### config.mk
export PLATFORM = sky130hd
export DESIGN_NAME = upsample_stream_loader
export DESIGN_NICKNAME = d
export VERILOG_FILES = /design/src/rtl/upsample_stream_loader.sv
export SDC_FILE = /design/constraint.sdc
export NUM_CORES = 1
export LEC_CHECK = 0
export CORE_MARGIN = 3
export CORE_UTILIZATION = 50
export CTS_BUF_LIST = sky130_fd_sc_hd__clkbuf_8
export DETAILED_ROUTE_END_ITERATION = 16
export PLACE_DENSITY = 0.81
export SYNTH_ARGS = -nofsm -noshare
export SYNTH_HDL_FRONTEND = slang
export SYNTH_SLANG_ARGS = --single-unit
### constraint.sdc
create_clock -name clk -period 2.9 [get_ports clk]
set_clock_uncertainty 0.15 [all_clocks]
set_input_delay 0.58 -clock clk [delete_from_list [all_inputs] [get_ports clk]]
set_output_delay 0.58 -clock clk [all_outputs]
set_load 0.01 [all_outputs]
### src/rtl/upsample_stream_loader.sv
// Upsample engine front end: loads one AXI-Stream frame into the input buffer, starts the engine, waits for done.
// Optional UPSAMPLE_LOADER_PERF_EN adds wait-cycle and frame counters.
module upsample_stream_loader #(
  parameter int length = 16,
  parameter int ADDR_W = 14
) (
  input  logic              clk,
  input  logic              rst,
  input  logic [2:0]        size_upsample,
  input  logic [length-1:0] s_axis_tdata,
  input  logic              s_axis_tvalid,
  input  logic              s_axis_tlast,
  output logic              s_axis_tready,
  output logic              mem_we,
  output logic [ADDR_W-1:0] mem_addr,
  output logic [length-1:0] mem_wdata,
  output logic              up_start,
  input  logic              up_done,
  output logic              frame_done,
`ifdef UPSAMPLE_LOADER_PERF_EN
  output logic [31:0]       perf_wait_cycles,
  output logic [15:0]       perf_frames,
`endif
  output logic              err_tlast
);

  typedef enum logic [1:0] {LOAD, KICK, WAIT} state_t;

  state_t            state;
  logic [ADDR_W-1:0] count;
  logic [2:0]        size_q;
  logic [2:0]        size_eff;
  logic [ADDR_W-1:0] last_idx;
  logic              accept;
  logic              final_beat;
  logic              done_seen;

  // The size code is live on the first beat and frozen for the rest of the frame.
  always_comb begin
    size_eff = (count == '0) ? size_upsample : size_q;
    case (size_eff)
      3'd0:    last_idx = ADDR_W'(15);
      3'd1:    last_idx = ADDR_W'(63);
      3'd2:    last_idx = ADDR_W'(255);
      3'd3:    last_idx = ADDR_W'(1023);
      3'd4:    last_idx = ADDR_W'(4095);
      default: last_idx = ADDR_W'(16383);
    endcase
  end

  assign accept     = (state == LOAD) && s_axis_tready && s_axis_tvalid;
  assign final_beat = accept && (count == last_idx);
  // up_start is high only during the first WAIT cycle, so it masks a coincident done.
  assign done_seen  = (state == WAIT) && !up_start && up_done;

  always_ff @(posedge clk or negedge rst) begin
    if (!rst) begin
      state         <= LOAD;
      count         <= '0;
      size_q        <= '0;
      s_axis_tready <= 1'b0;
      mem_we        <= 1'b0;
      mem_addr      <= '0;
      mem_wdata     <= '0;
      up_start      <= 1'b0;
      frame_done    <= 1'b0;
      err_tlast     <= 1'b0;
    end else begin
      mem_we     <= accept;
      up_start   <= 1'b0;
      frame_done <= 1'b0;
      if (accept) begin
        mem_addr  <= count;
        mem_wdata <= s_axis_tdata;
      end
      case (state)
        LOAD: begin
          s_axis_tready <= 1'b1;
          if (accept) begin
            if (count == '0) size_q <= size_upsample;
            if (final_beat) begin
              count         <= '0;
              state         <= KICK;
              s_axis_tready <= 1'b0;
              if (!s_axis_tlast) err_tlast <= 1'b1;
            end else if (s_axis_tlast) begin
              count     <= '0;
              err_tlast <= 1'b1;
            end else begin
              count <= count + 1'b1;
            end
          end
        end
        KICK: begin
          state    <= WAIT;
          up_start <= 1'b1;
        end
        WAIT: begin
          if (done_seen) begin
            state         <= LOAD;
            frame_done    <= 1'b1;
            s_axis_tready <= 1'b1;
          end
        end
        default: begin
          state         <= LOAD;
          s_axis_tready <= 1'b0;
        end
      endcase
    end
  end

`ifdef UPSAMPLE_LOADER_PERF_EN
  always_ff @(posedge clk or negedge rst) begin
    if (!rst) begin
      perf_wait_cycles <= '0;
      perf_frames      <= '0;
    end else begin
      if ((state == WAIT) && (perf_wait_cycles != '1))
        perf_wait_cycles <= perf_wait_cycles + 1'b1;
      if (done_seen)
        perf_frames <= perf_frames + 1'b1;
    end
  end
`endif

endmodule

# After elaboration in Yosys (flattened, before gate mapping)

Index checks and enable logic that the tools add are counted.

Input port bits: 24
Logic and storage cells: 55
Register bits: 54
Output and inout bits: 35

Eq/ne operators: 11
Bitwise operators: 1
Reduce and logical (&&, ||, !) cells: 14
$add $sub $neg: 1
Mux-type cells: 18

Operators by type and width:

| cell                                                                   | number |
|---|---|
| 14-bit one-hot mux with 5 select lines                                 | 1 |
| 14-bit two-way mux                                                     | 2 |
| 14-bit by 1-bit adder with 14-bit output (second input constant)       | 1 |
| 14-bit equality test                                                   | 1 |
| 14-bit zero test                                                       | 1 |
| 1-bit two-way mux                                                      | 9 |
| 2-bit != test (second input constant)                                  | 4 |
| 3-bit by 2-bit equality test with 1-bit output (second input constant) | 2 |
| 2-bit two-way mux                                                      | 3 |
| 2-bit one-hot mux with 3 select lines                                  | 1 |
| 1-bit logical AND                                                      | 5 |
| 2-bit AND reduction                                                    | 2 |
| 4-bit AND reduction                                                    | 1 |
| 3-bit by 1-bit equality test with 1-bit output (second input constant) | 1 |
| 3-bit equality test (second input constant)                            | 1 |
| 3-bit zero test                                                        | 1 |
| 3-bit two-way mux                                                      | 1 |
| 1-bit one-hot mux with 3 select lines                                  | 1 |
| 3-bit AND reduction                                                    | 1 |
| 2-bit by 1-bit equality test with 1-bit output (second input constant) | 1 |
| 2-bit equality test (second input constant)                            | 1 |
| 2-bit zero test                                                        | 1 |
| 2-bit nonzero test                                                     | 1 |
| 1-bit zero test                                                        | 1 |
| 1-bit NOT                                                              | 1 |

# Depth between registers and ports, before layout

Gate-level depths: netlist of the first run.

Depth in word-level cells: 9
Gate-level depth with buffers: 9
Mapped depth without buffers: 8

# Worst setup path after synthesis of the first run

OpenSTA, ideal clock, no wires.

Path type: register -> register
From: register count[0]
To: register count[2]
Required time: 2.623 ns
Period minus slack after synthesis: 2.245 ns
Buffers on the path: 1
Library setup time: 0.127 ns
Cell stages (with the launch flop): 10
Arrival time: 1.967 ns
Path slack: 0.655 ns
Path through: dfrtp_1 inv_1 ha_1 nor3b_1 and4_1 buf_4 mux2i_1 o41a_1 a21oi_1 o22ai_1

Longest elaborated chain between the ends: 7
Elaborated cells between the ends (all ways): 13
Those cells by class: 1 x add/sub; 5 x eq/ne; 4 x mux; 3 x reduce/logical

RTL lines:

| element                                     | line | text |
|---|---|---|
| start: declaration                          | 30   | `logic [ADDR_W-1:0] count;` |
| start signal: assignment                    | 90   | `count <= count + 1'b1;` |
| 14-bit zero test                            | 40   | `size_eff = (count == '0) ? size_upsample : size_q;` |
| 3-bit two-way mux                           | --   |  |
| 3-bit equality test (tied with other cells) | 41   | `case (size_eff)` |
| 14-bit one-hot mux with 5 select lines      | 41   |  |
| 14-bit equality test                        | 52   | `assign final_beat = accept && (count == last_idx);` |
| 1-bit logical AND                           | 52   |  |
| 14-bit two-way mux *                        | 81   | `if (final_beat) begin` |

Every way passes the cells marked *; elsewhere a longest branch is shown, timed or not.
A chain may end at the register's enable or synchronous reset.

# Worst setup path in the final report of the first run

From: register count[1]
To: register count[13]

The elaborated chain is that of the path after synthesis.

==> summary.txt, run 1 <==
GRT Overall Usage = 20.3%
Design area = 3120 um^2
CTS tree = done
Post-route setup slack = 0.387 ns
Max Slew Vio Count = 0
Num CTS Buffers = 5
CP max FO = 8
Ranking of synthesized cells by area = dfrtp_1 57%, nand2_1 15%, nor2_1 2.4%
Clock Power Share = 26.0%
Die W = 75.2 um
Setup-failing EPs final = 0
Post-route ant nets = 0
Logic gate share of total power = 18.5%
Initial antenna violation count = 0
Syn Inst Count = 257
RSZ-0062 raised after global routing = no
Cell Rows = 24
FMAX = 0.398 GHz
NetSw = 412 uW
Worst-Skew Late Latency = 0.30 ns
Filler cells = 346
Hold crit path type = in -> async
Drt initial violations = 193
Number of flops mapped to enable cells by yosys = 0
Sequential share of the synthesized area = 56.5%
Largest net degree at the start of global routing = 29
Switching Share = 26.6%
Synth Register Bits = 54
Avg Inst Size Synth = 9.30 um^2
PortBufs = 58
Cell Pwr Density = 498 nW/um^2
DR pass1 iterations = 4
Root Driver = clkbuf_8
Layout cell share with drive strength beyond 1 = 6.33%
Maximum vdd ir drop = 0.308 mV
Setup TNS = 0 ns
Seq pwr share = 55.5%
Crit path buf inv count = 1
Layout area overhead = 30.4%
Crit. End Element = register
Die height = 75.2 um
Post-CTS sizing = 0
Max incr delay on CP = 0.58 ns
Startpoint Class = register
Non-Filler Instances = 368
CP cell instances = inv_1, ha_1, nor3b_1, and4_1, mux2i_1, o41a_1, nor2_4, nor2_1
Initial Util = 53.4%
Max-Cap Viols = 0
Yosys cell types = 43
Syn_nets = 283
I/O Pins = 59
Core area = 4470 um^2
Share of the synthesized area in the top cell type = 56.5%
Via count = 1955
Ys flop type = dfrtp_1
Worst EP arrival = 2.55 ns
DRC = 0
Async SR Flop Fraction = 100%
Internal Power = 1.14 mW
Area of the multi-input gates = 956 um^2
Slew at the pin closest to its max-slew limit = 0.645 ns
Vias in the first global route = 1880
Sink Count = 54
Final worst-path cycle share = 86.7%
Die area = 5650 um^2
Global-route wire length before repair = 8.76 mm
Status = finished clean
Pre-CTS setup slack = 0.453 ns
Total placed cells including tap cells = 362
Netlist Area Pre-Place = 2390 um^2
CTS Buffer Depth = 2
Routability cong. = 0.900
DRT Wirelength = 5.28 mm
Final Total Pwr = 1.55 mW
Diode count = 0
Final Hold Viols = 0
Hpwl dp = 3.89 mm
GR Overflow Total = 0
Slew headroom = 57.0%
Fin nets = 343
Critical path's top delay family = simple AND/OR/NAND/NOR gates
WP data required = 2.94 ns
Vias per inst = 5.31
Tmin final = 2.51 ns
Cell Area, Placed = 3040 um^2
Sequential cell area = 1350 um^2
H-Tree Depth = 2
Leakage = 1.45 nW
Critical path type = reg -> reg
Hold Buf Count CTS = 0
Post-CTS Setup Bufs = 0
Warning count from the yosys run = 0
CTS clock-pin slew for the worst setup and hold paths = 0.09 ns
Leading area contributor after synthesis = dfrtp_1
Slowest CP cell = o41a_1
Average wire per standard cell = 14.4 um
layout make-up:
class	count	area share (%)
Inverter	8	0.963
Multi-Input combinational cell	184	30.7
Clock buffer	6	2.65
Tap cell	52	2.09
Sequential cell	54	43.3
Timing Repair Buffer	64	20.3
worst paths after layout:
path / end / start / slack (ns) / cells past startpoint
worst max-delay path: count[13]$_DFFE_PN0P_ / count[1]$_DFFE_PN0P_ / 0.39 / 8
worst min-delay path: mem_we$_DFF_PN0_ / rst / 0.14 / 1
worst max register to register: count[13]$_DFFE_PN0P_ / count[1]$_DFFE_PN0P_ / 0.39 / 8
worst min register to register: frame_done$_DFF_PN0_ / up_start$_DFF_PN0_ / 0.31 / 1
max in group asynchronous: count[8]$_DFFE_PN0P_ / rst / 1.88 / 2
min in group clk: frame_done$_DFF_PN0_ / up_start$_DFF_PN0_ / 0.31 / 1
cell usage after synthesis (all sizes together), types with 2 or more instances:
| cell | n |
|---|---|
| o21ai | 12 |
| buf | 3 |
| nor4 | 5 |
| and2 | 3 |
| xor2 | 6 |
| nor2b | 2 |
| xnor2 | 3 |
| clkbuf | 8 |
| nand4 | 3 |
| nor3 | 3 |
| nor3b | 2 |
| dfrtp | 54 |
| nand2 | 97 |
| a31oi | 2 |
| o21bai | 2 |
| nand3 | 5 |
| mux2 | 3 |
| nor2 | 16 |
| mux2i | 2 |
| ha | 2 |
| inv | 7 |
cell usage in the layout, fill, tap and decap left out, drive strengths merged, types with 2 or more instances in the layout:
master          n
nand2          97
clkdlybuf4s50  57
dfrtp          54
nor2           16
o21ai          12
inv             7
buf             7
xor2            6
clkbuf          6
nand3           5
nor4            5
and2            3
mux2            3
nand4           3
nor3            3
xnor2           3
nor2b           2
nor3b           2
o21bai          2
mux2i           2
a31oi           2
ha              2
registers in the layout (all words and copies together) (netlist names):
register	cells
mem_we	1
mem_wdata	16
mem_addr	14
s_axis_tready	1
up_start	1
size_q	3
err_tlast	1
frame_done	1
state	2
count	14
layer usage:
metal / global-route usage, % / share of wire (%)
met1: 27.2 / 43
met2: 33.1 / 50
met3: 3.34 / 4.5
met4: 7.77 / 2.0
met5: 0 / 0
through the flow:
step           util (%)  hold WS, ns
2_1_floorplan         -        0.134
3_3_place_gp       67.8        0.301
3_5_place_dp       67.8        0.306
4_1_cts            69.7        0.162
5_1_grt            69.7        0.189
6_report           69.7        0.145
power groups by stage:
stage | logic (mW) | registers (mW) | clock network, mW
floorplan | 0.133 | 0.877 | 0
global placement | 0.277 | 0.870 | 0
finish | 0.288 | 0.862 | 0.403
CTS | 0.289 | 0.861 | 0.416
detailed placement | 0.284 | 0.873 | 0
global route | 0.315 | 0.869 | 0.451
cells by family (layout without fill, tap and decap cells):
| family | count (synthesis) | after routing | share of synthesized area [%] |
|---|---|---|---|
| buf+inv | 19 | 78 | 3.51 |
| compound gates | 28 | 28 | 7.85 |
| xor+xnor | 9 | 9 | 3.30 |
| fa+ha+maj | 2 | 2 | 1.05 |
| simple gates | 140 | 140 | 25.5 |
| flops | 54 | 54 | 56.5 |
| mux | 5 | 5 | 2.25 |
(Power assumes the default switching activity.)
==> inputs of run 2 (changes only) <==
--- a/config.mk
+++ b/config.mk
@@ -9,7 +9,8 @@
 export CORE_UTILIZATION = 50
 export CTS_BUF_LIST = sky130_fd_sc_hd__clkbuf_8
 export DETAILED_ROUTE_END_ITERATION = 16
-export PLACE_DENSITY = 0.81
+export DONT_BUFFER_PORTS = 1
 export SYNTH_ARGS = -nofsm -noshare
 export SYNTH_HDL_FRONTEND = slang
 export SYNTH_SLANG_ARGS = --single-unit
+export TNS_END_PERCENT = 10
==> run 2 against run 1 <==
Net effect:
- die area is the same
- clock power grew 16%
- total power shrank 2.4%
- flip-flop and latch count is the same
- wire length shrank 9.8%
- final area shrank 18%
- first-iteration DRC count shrank 34%
==> summary.txt, run 2 (synthesis gave the netlist of run 1 again) <==
Crit path buf inv count = 1 (unchanged)
Final worst-path cycle share = 85.9% (-0.74 points)
Final Hold Viols = 0 (unchanged)
Slew headroom = 60.0% (+3.0 points)
Cell Rows = 24 (unchanged)
Post-layout util = 57.3% (-12 points)
Fin nets = 283 (-17%)
Root Driver = clkbuf_8
Fin Hold WS = 0.212 ns (+0.0678 ns)
CTS Buffer Depth = 2 (unchanged)
Layout cell share with drive strength beyond 1 = 7.36% (+1.0 points)
CP cell instances = inv_1, ha_1, nor3b_1, and4_1, mux2i_1, o41a_1, nor2_4, nor2_1
DRT Wirelength = 4.77 mm (-9.8%)
Met3 WL post-DR = 350 um (+48%)
Global-route wire length before repair = 7.59 mm (-13%)
Sequential cell area = 1350 um^2 (unchanged)
Cell Pwr Density = 591 nW/um^2 (+19%)
WL met1 = 2.20 mm (-3.8%)
Initial antenna violation count = 0 (unchanged)
Max-Cap Viols = 0 (unchanged)
Top routing layer in use = met4
Die W = 75.2 um (unchanged)
Num CTS Buffers = 5 (unchanged)
Post-route ant nets = 0 (unchanged)
Layout area overhead = 7.27%
GRT Overall Usage = 17.9% (-2.4 points)
GR Overflow Total = 0 (unchanged)
Setup-failing EPs final = 0 (unchanged)
Critical R2R Launch = count[0]$_DFFE_PN0P_
Routability cong. = 0.797 (-11%)
Via count = 1692 (-13%)
Die height = 75.2 um (unchanged)
DRC = 0 (unchanged)
Max incr delay on CP = 0.57 ns (about the same)
NetSw = 416 uW (+0.86%)
Hpwl dp = 3.22 mm (-17%)
Logic gate share of total power = 11.3% (-7.2 points)
Setup TNS = 0 ns (unchanged)
Largest regs = mem_wdata x16, count x14, mem_addr x14
Vias per inst = 5.46 (+2.7%)
WP data required = 2.95 ns (about the same)
CTS clock-pin slew for the worst setup and hold paths = 0.10 ns (about the same)
Area of the multi-input gates = 961 um^2 (+0.52%)
Internal Power = 1.10 mW (-3.6%)
CP max FO = 8 (unchanged)
Met2 WL = 2.15 mm (-19%)
Initial Util = 53.4% (unchanged)
Startpoint Class = register
Diode count = 0 (unchanged)
Largest Register = mem_wdata
H-Tree Depth = 2 (unchanged)
CTS tree = done
Post-CTS Setup Bufs = 0 (unchanged)
Min-Delay Startpoint = s_axis_tdata[12]
RSZ-0062 raised after global routing = no
Core area = 4470 um^2 (unchanged)
Total placed cells including tap cells = 300 (-17%)
I/O Pins = 59 (unchanged)
Critical path's top delay family = simple AND/OR/NAND/NOR gates
DR pass1 iterations = 4 (unchanged)
Most common cell after layout, fill and taps aside = nand2_1
Worst-Skew Late Latency = 0.31 ns (about the same)
Worst EP arrival = 2.54 ns (about the same)
Hold crit path type = in -> reg
Post-CTS sizing = 0 (unchanged)
Tmin final = 2.49 ns (-0.0214 ns)
Max reg flops = 16 (unchanged)
Sink Count = 54 (unchanged)
Final Total Pwr = 1.52 mW (-2.4%)
Max Slew Vio Count = 0 (unchanged)
Filler cells = 400 (+16%)
Crit. End Element = register
Maximum vdd ir drop = 0.327 mV (+5.9%)
Die area = 5650 um^2 (unchanged)
Status = finished clean
Slew at the pin closest to its max-slew limit = 0.596 ns (-0.0493 ns)
PortBufs = 0 (-100%)
Most frequent cells in the layout = 97 x nand2_1, 54 x dfrtp_1, 15 x nor2_1, 10 x o21ai_0
Worst setup startpoint = count[0]$_DFFE_PN0P_
Switching Share = 27.5% (+0.89 points)
Critical path type = reg -> reg
Seq pwr share = 58.0% (+2.5 points)
Vias in the first global route = 1602 (-15%)
Slowest CP cell = o41a_1
Drt initial violations = 127 (-34%)
Average wire per standard cell = 15.4 um (+7.1%)
Non-Filler Instances = 310 (-16%)
FMAX = 0.401 GHz (+0.86%)
Leakage = 1.24 nW (-14%)
Largest net degree at the start of global routing = 55 (+90%)
Clock Power Share = 30.7% (+4.7 points)
==> run 2: cell count changes in the layout (fill, tap and decap cells not counted), sizes merged <==
cell           change
clkbuf             +1
clkinv             +1
buf                -4
dlygate4sd3        +1
clkdlybuf4s50     -57
==> run 2: cell type report <==
| type | count | share of cell area, % |
|---|---|---|
| clock buffers | 7 | 3.76 |
| clock inverters | 1 | 0.341 |
| inverters | 8 | 1.17 |
| multi-input cells | 184 | 37.5 |
| flip-flops and latches | 54 | 52.7 |
| well taps | 52 | 2.54 |
| repair buffers | 4 | 2.05 |
==> run 2: worst paths after layout <==
check	slack (ns)	cells past startpoint	end
max	0.41	8	count[10]$_DFFE_PN0P_
min	0.21	2	mem_wdata[12]$_DFFE_PN0P_
max reg2reg	0.41	8	count[10]$_DFFE_PN0P_
min reg2reg	0.35	1	up_start$_DFF_PN0_
max in group asynchronous	1.72	2	mem_addr[9]$_DFFE_PN0P_
min in group asynchronous	0.62	2	mem_wdata[1]$_DFFE_PN0P_
==> run 2: repair_timing <==
action,in CTS,in global routing
hold buffers,2,0
endpoints found under the setup margin,0,0
hold endpoints to repair,54,0
==> run 2: power by group through the flow <==
stage	clock, mW	sequential, mW	combinational [mW]
after CTS	0.478	0.879	0.173
final	0.466	0.879	0.171
after floorplan	0	0.877	0.133
after detailed placement	0	0.894	0.151
after global placement	0	0.894	0.151
after global routing	0.510	0.891	0.196
==> run 2: through the flow <==
stage	setup slack (ns)	instance area, um^2
finish	0.408	2560
global placement	0.505	2420
global route	0.258	2560
CTS	0.397	2560
detailed placement	0.442	2420
floorplan	0.655	2390
==> run 2: layer usage <==
metal / vias up / track usage (%)
li1: 840 / -
met5: - / 0
met4: 0 / 5.83
met2: 51 / 27.7
met1: 795 / 23.8
met3: 6 / 5.87
